File: config.mk
export PLATFORM = sky130hd
export DESIGN_NAME = a2d_spi_resp
export DESIGN_NICKNAME = d
export VERILOG_FILES = /design/src/rtl/a2d_spi_resp.sv
export SDC_FILE = /design/constraint.sdc
export NUM_CORES = 1
export LEC_CHECK = 0
export CORE_ASPECT_RATIO = 0.5
export CORE_UTILIZATION = 48
export DETAILED_ROUTE_END_ITERATION = 12
export PLACE_DENSITY_LB_ADDON = 0.15
export SLEW_MARGIN = 5
export SYNTH_ARGS = -nofsm -noshare
export SYNTH_HDL_FRONTEND = slang
export SYNTH_SLANG_ARGS = --single-unit
File: constraint.sdc
create_clock -name clk -period 2.4 [get_ports clk]
set_input_delay 0.6 -clock clk [delete_from_list [all_inputs] [get_ports clk]]
set_output_delay 0.6 -clock clk [all_outputs]
set_load 0.01 [all_outputs]
File: src/rtl/a2d_spi_resp.sv
// SPI responder emulating an 8-channel 12-bit A2D: 16-bit commands in, the previous channel's value out.
// Optional build macro A2D_NOISE_EN adds an 8-bit LFSR dither on the two LSBs of every response.
module a2d_spi_resp #(
  parameter int SCLK_MIN_HALF = 4
) (
  input  logic        clk,
  input  logic        rst,
  input  logic        SS_n,
  input  logic        SCLK,
  input  logic        MOSI,
  output logic        MISO,
  input  logic [11:0] batt_val,
  input  logic [11:0] curr_val,
  input  logic [11:0] brake_val,
  input  logic [11:0] torque_val,
  output logic        frm_done,
  output logic        frm_err,
  output logic [2:0]  last_chnnl,
  output logic [1:0]  state_dbg
);

  // Handshake: there is no valid/ready pair here; a frame is "offered" by SS_n low
  // and "accepted" only when exactly 16 SCLK rises are seen before SS_n returns high.

  typedef enum logic [1:0] {IDLE = 2'd0, SHIFT = 2'd1, FINISH = 2'd2} state_t;

  if (SCLK_MIN_HALF < 4) begin : g_half_chk
    $error("SCLK_MIN_HALF must be at least 4 clk cycles");
  end

  state_t      state, nxt_state;
  logic        ss_ff1, ss_ff2, ss_ff3;
  logic        sclk_ff1, sclk_ff2, sclk_ff3;
  logic        mosi_ff1, mosi_ff2;
  logic        ss_fall, ss_rise, sclk_rise, sclk_fall;
  logic [15:0] tx_shft, rx_shft;
  logic [4:0]  bit_cnt;
  logic        fall_pend;
  logic        load, rx_en, tx_en, good, bad;
  logic [11:0] sel_val, resp_val;

  // Synchronizers are deliberately not reset so a frame already in progress
  // when reset releases produces no false SS_n fall.
  always_ff @(posedge clk) begin
    ss_ff1   <= SS_n;
    ss_ff2   <= ss_ff1;
    ss_ff3   <= ss_ff2;
    sclk_ff1 <= SCLK;
    sclk_ff2 <= sclk_ff1;
    sclk_ff3 <= sclk_ff2;
    mosi_ff1 <= MOSI;
    mosi_ff2 <= mosi_ff1;
  end

  assign ss_fall   = ss_ff3 & ~ss_ff2;
  assign ss_rise   = ~ss_ff3 & ss_ff2;
  assign sclk_rise = ~sclk_ff3 & sclk_ff2 & ~ss_ff2;
  assign sclk_fall = sclk_ff3 & ~sclk_ff2 & ~ss_ff2;

  always_comb begin
    sel_val = 12'h000;
    case (last_chnnl)
      3'd0:    sel_val = batt_val;
      3'd1:    sel_val = curr_val;
      3'd3:    sel_val = brake_val;
      3'd4:    sel_val = torque_val;
      default: sel_val = 12'h000;
    endcase
  end

`ifdef A2D_NOISE_EN
  logic [7:0] lfsr;

  always_ff @(posedge clk) begin
    if (rst)       lfsr <= 8'hA5;
    else if (good) lfsr <= {lfsr[6:0], lfsr[7] ^ lfsr[5] ^ lfsr[4] ^ lfsr[3]};
  end

  assign resp_val = sel_val ^ {10'b0, lfsr[1:0]};
`else
  assign resp_val = sel_val;
`endif

  always_comb begin
    nxt_state = state;
    load      = 1'b0;
    rx_en     = 1'b0;
    tx_en     = 1'b0;
    good      = 1'b0;
    bad       = 1'b0;
    case (state)
      IDLE: begin
        if (ss_fall || fall_pend) begin
          load      = 1'b1;
          nxt_state = SHIFT;
        end
      end
      SHIFT: begin
        if (ss_rise) begin
          nxt_state = FINISH;
        end else begin
          rx_en = sclk_rise;
          // The first SCLK fall only launches bit 15, which is already on MISO.
          tx_en = sclk_fall && (bit_cnt != 5'd0);
        end
      end
      FINISH: begin
        good      = (bit_cnt == 5'd16);
        bad       = (bit_cnt != 5'd16);
        nxt_state = IDLE;
      end
      default: nxt_state = IDLE;
    endcase
  end

  always_ff @(posedge clk) begin
    if (rst) begin
      state      <= IDLE;
      tx_shft    <= 16'h0000;
      rx_shft    <= 16'h0000;
      bit_cnt    <= 5'd0;
      last_chnnl <= 3'b000;
      frm_done   <= 1'b0;
      frm_err    <= 1'b0;
      fall_pend  <= 1'b0;
      MISO       <= 1'b0;
    end else begin
      state     <= nxt_state;
      frm_done  <= good;
      frm_err   <= bad;
      fall_pend <= (state == FINISH) && ss_fall;
      MISO      <= ~ss_ff2 & tx_shft[15];
      if (load) begin
        tx_shft <= {4'h0, resp_val};
        bit_cnt <= 5'd0;
      end else begin
        if (rx_en) begin
          rx_shft <= {rx_shft[14:0], mosi_ff2};
          if (bit_cnt != 5'd17) bit_cnt <= bit_cnt + 5'd1;
        end
        if (tx_en) tx_shft <= {tx_shft[14:0], 1'b0};
      end
      // The channel pointer and last_chnnl are the same register.
      if (good) last_chnnl <= rx_shft[13:11];
    end
  end

  assign state_dbg = state;

endmodule

==> summary.md <==
| Metric | Value |
|---|---|
| Initial antenna violation count | `0` |
| Fin crit share | `88.93%` |
| Die X | `99.11 µm` |
| Slowest Stage Delay on Critical Path | `0.77 ns` |
| Synth Cell Area | `0.002263 mm²` |
| #FFs+latches synth | `52` |
| Post-CTS sizing | `0` |
| RePlAce Congestion | `0.8339` |
| Total grt overflow | `0` |
| Count of port buffers added during placement | `60` |
| Distinct cells, synth | `34` |
| Worst Hold Class | `reg -> reg` |
| Status | `finished clean` |
| Slowest stage cell on the critical path | `or4b_1` |
| Initial Utilization | `50.67%` |
| Area of the core | `0.004467 mm²` |
| CP bufs+invs | `2` |
| Dpl hpwl | `3707 µm` |
| Post-Route WL | `5235 µm` |
| All-Layer GR Usage | `22.38%` |
| Avg Inst Size Synth | `8.739 µm²` |
| Clk sinks | `52` |
| Pins Over Slew Limit | `0` |
| Leakage power | `1.146 nW` |
| Full die area | `0.005011 mm²` |
| Vias in the first global route | `1940` |
| Most frequent cells in the layout | `60 x clkdlybuf4s50_1, 52 x dfxtp_1, 37 x nand2_1, 23 x nor2_1, 19 x a21oi_1` |
| Final min period | `2.134 ns` |
| WL/cell | `14.03 µm` |
| Max cap viols | `0` |
| Cts hold-fix bufs | `0` |
| Fillers | `373` |
| Routed Antenna Nets | `0` |
| CTS tree | `done` |
| Post CTS Setup Buffer Count | `0` |
| Startpoint types | `register` |
| Max Freq | `0.4685 GHz` |
| # nets final | `371` |
| Crit path cell chain | `inv_1, ha_1, nor4b_1, buf_4, or4b_1, nand3b_1, a21oi_1` |
| Std-Cell Rows | `17` |
| Share of cells above drive strength 1 | `6.646%` |
| Clock Skew | `0.002778 ns` |
| Hold WS | `0.3336 ns` |
| VDD IR max | `0.0004879 V` |
| Max Buffers Root-to-Sink | `2` |
| Synth warn | `0` |
| Worst Path Required | `2.59 ns` |
| Synth Instances | `259` |
| Setup_tns | `0 ns` |
| I/O Pins | `61` |
| Post-synthesis net count | `315` |
| DRC | `0` |
| Routed vias/inst | `5.512` |
| Largest net degree at the start of global routing | `28` |
| CP max FO | `16` |
| Arr. time, crit path | `2.32 ns` |
| Total CTS buffers | `5` |
| Global-route wire length before repair | `8783 µm` |
| Via Count | `2056` |
| PwrDens | `524.1 mW/mm²` |
| Initial DRC count | `50` |
| Most common cell after layout, fill and taps aside | `clkdlybuf4s50_1` |
| CTS clk-pin slew, worst paths | `0.09 ns` |
| H-tree levels | `2` |
| CP top delay family | `simple AND/OR/NAND/NOR gates` |
| Worst skew pair latency | `0.30 ns` |
| Diodes inserted | `0` |
| Area occupied by multi-input gates | `0.001115 mm²` |
| Worst slew pin tran | `0.5091 ns` |
| Final setup fails | `0` |
| Seq/Total Area, Yosys | `45.99%` |
| Endpoints failing hold | `0` |
| Setup crit end kind | `register` |
| CTS root buf | `clkbuf_8` |
| Die Y | `50.56 µm` |
| RSZ-0062 raised after global routing | `false` |
| Kind of critical path | `reg -> reg` |
| P&R area growth vs syn | `33.22%` |
| First-pass iteration count of the detailed router | `4` |
| Slew margin rel. | `66.06%` |
| Storage cell area | `0.001041 mm²` |
-- flip-flops by register name (all words and copies together) (netlist names), 2 cells and up --
| register | count |
|---|---|
| tx_shft | 16 |
| bit_cnt | 5 |
| last_chnnl | 3 |
| state_dbg | 2 |
| rx_shft | 14 |
-- routing by layer --
| metal | vias up | wire [µm] | part of all wire [%] | global-route usage, % |
|---|---|---|---|---|
| met5 | - | 0 | 0 | 0 |
| met4 | 0 | 22 | 0.42 | 5.147 |
| met3 | 4 | 264 | 5.0 | 5.850 |
| met1 | 971 | 2455 | 47 | 27.53 |
| li1 | 1038 | - | - | - |
| met2 | 43 | 2493 | 48 | 39.86 |
-- metrics by stage --
stage	power [mW]	cells	area, µm²	util [%]	setup slack (ns)
6_report	1.580	373	3015	67.51	0.2656
5_1_grt	1.656	373	3015	67.51	0.09035
4_1_cts	1.594	373	3015	67.51	0.2668
3_5_place_dp	1.093	365	2922	65.41	0.2827
3_3_place_gp	1.089	365	2922	65.41	0.3565
2_1_floorplan	0.9854	259	2263	-	0.5044
-- kinds of logic (layout without fill, tap and decap cells) --
logic type	Yosys count	after routing	synth area share (%)
adder cells (fa/ha/maj)	3	3	1.659
XOR/XNOR	4	4	1.548
AO/OA/AOI/OAI	55	55	17.91
multiplexers	6	6	2.654
AND/OR/NAND/NOR	113	113	25.26
flip-flops	52	52	45.99
buffers and inverters	26	83	4.975
-- path summary, 6_finish.rpt --
check	startpoint	end	slack (ns)	cells after the start
setup / recovery	bit_cnt[0]	tx_shft[0]	0.27	7
hold / removal	ss_ff1	ss_ff2	0.33	0
setup reg to reg	bit_cnt[0]	tx_shft[0]	0.27	7
hold reg to reg	ss_ff1	ss_ff2	0.33	0
-- Yosys cell counts --
library cell,instances,area [µm²]
o211a_1,12,120.1
or3b_1,1,8.760
nor4_1,12,75.07
buf_2,3,15.01
and4_1,1,8.760
mux2i_1,6,60.06
a211oi_1,1,7.510
nand3_1,6,30.03
buf_1,1,3.750
nand2_1,37,138.9
nor3b_1,1,7.510
a21boi_0,1,7.510
a21oi_1,19,95.09
or2_2,2,12.51
dfxtp_1,52,1041
nor4b_4,1,23.77
buf_6,1,11.26
inv_1,5,18.77
buf_4,1,7.510
a32oi_1,10,87.58
ha_1,3,37.54
nor2b_1,2,12.51
or4b_1,1,10.01
nor2_1,23,86.33
nor4b_1,2,17.52
clkbuf_1,15,56.30
nand2b_1,4,25.02
a22oi_1,10,75.07
xnor2_1,4,35.03
nor4bb_1,2,20.02
o21a_1,1,7.510
nand3b_1,2,15.01
o21ai_0,1,5.000
nor3_1,16,80.08
-- area by class of cell --
class / count / share of cell area [%]
timing repair buffer: 70 / 22.41
tap: 57 / 2.365
clock buffer: 7 / 2.863
multi-input combinational: 181 / 36.97
inverter: 5 / 0.6224
sequential: 52 / 34.52
clock inverter: 1 / 0.2490
-- power by group --
part           total [mW]  switching (mW)  internal, mW
combinational       0.172          0.0603         0.112
sequential          0.902          0.0148         0.887
clock               0.507           0.272         0.235
No activity file was read; power rests on OpenSTA's default activity.
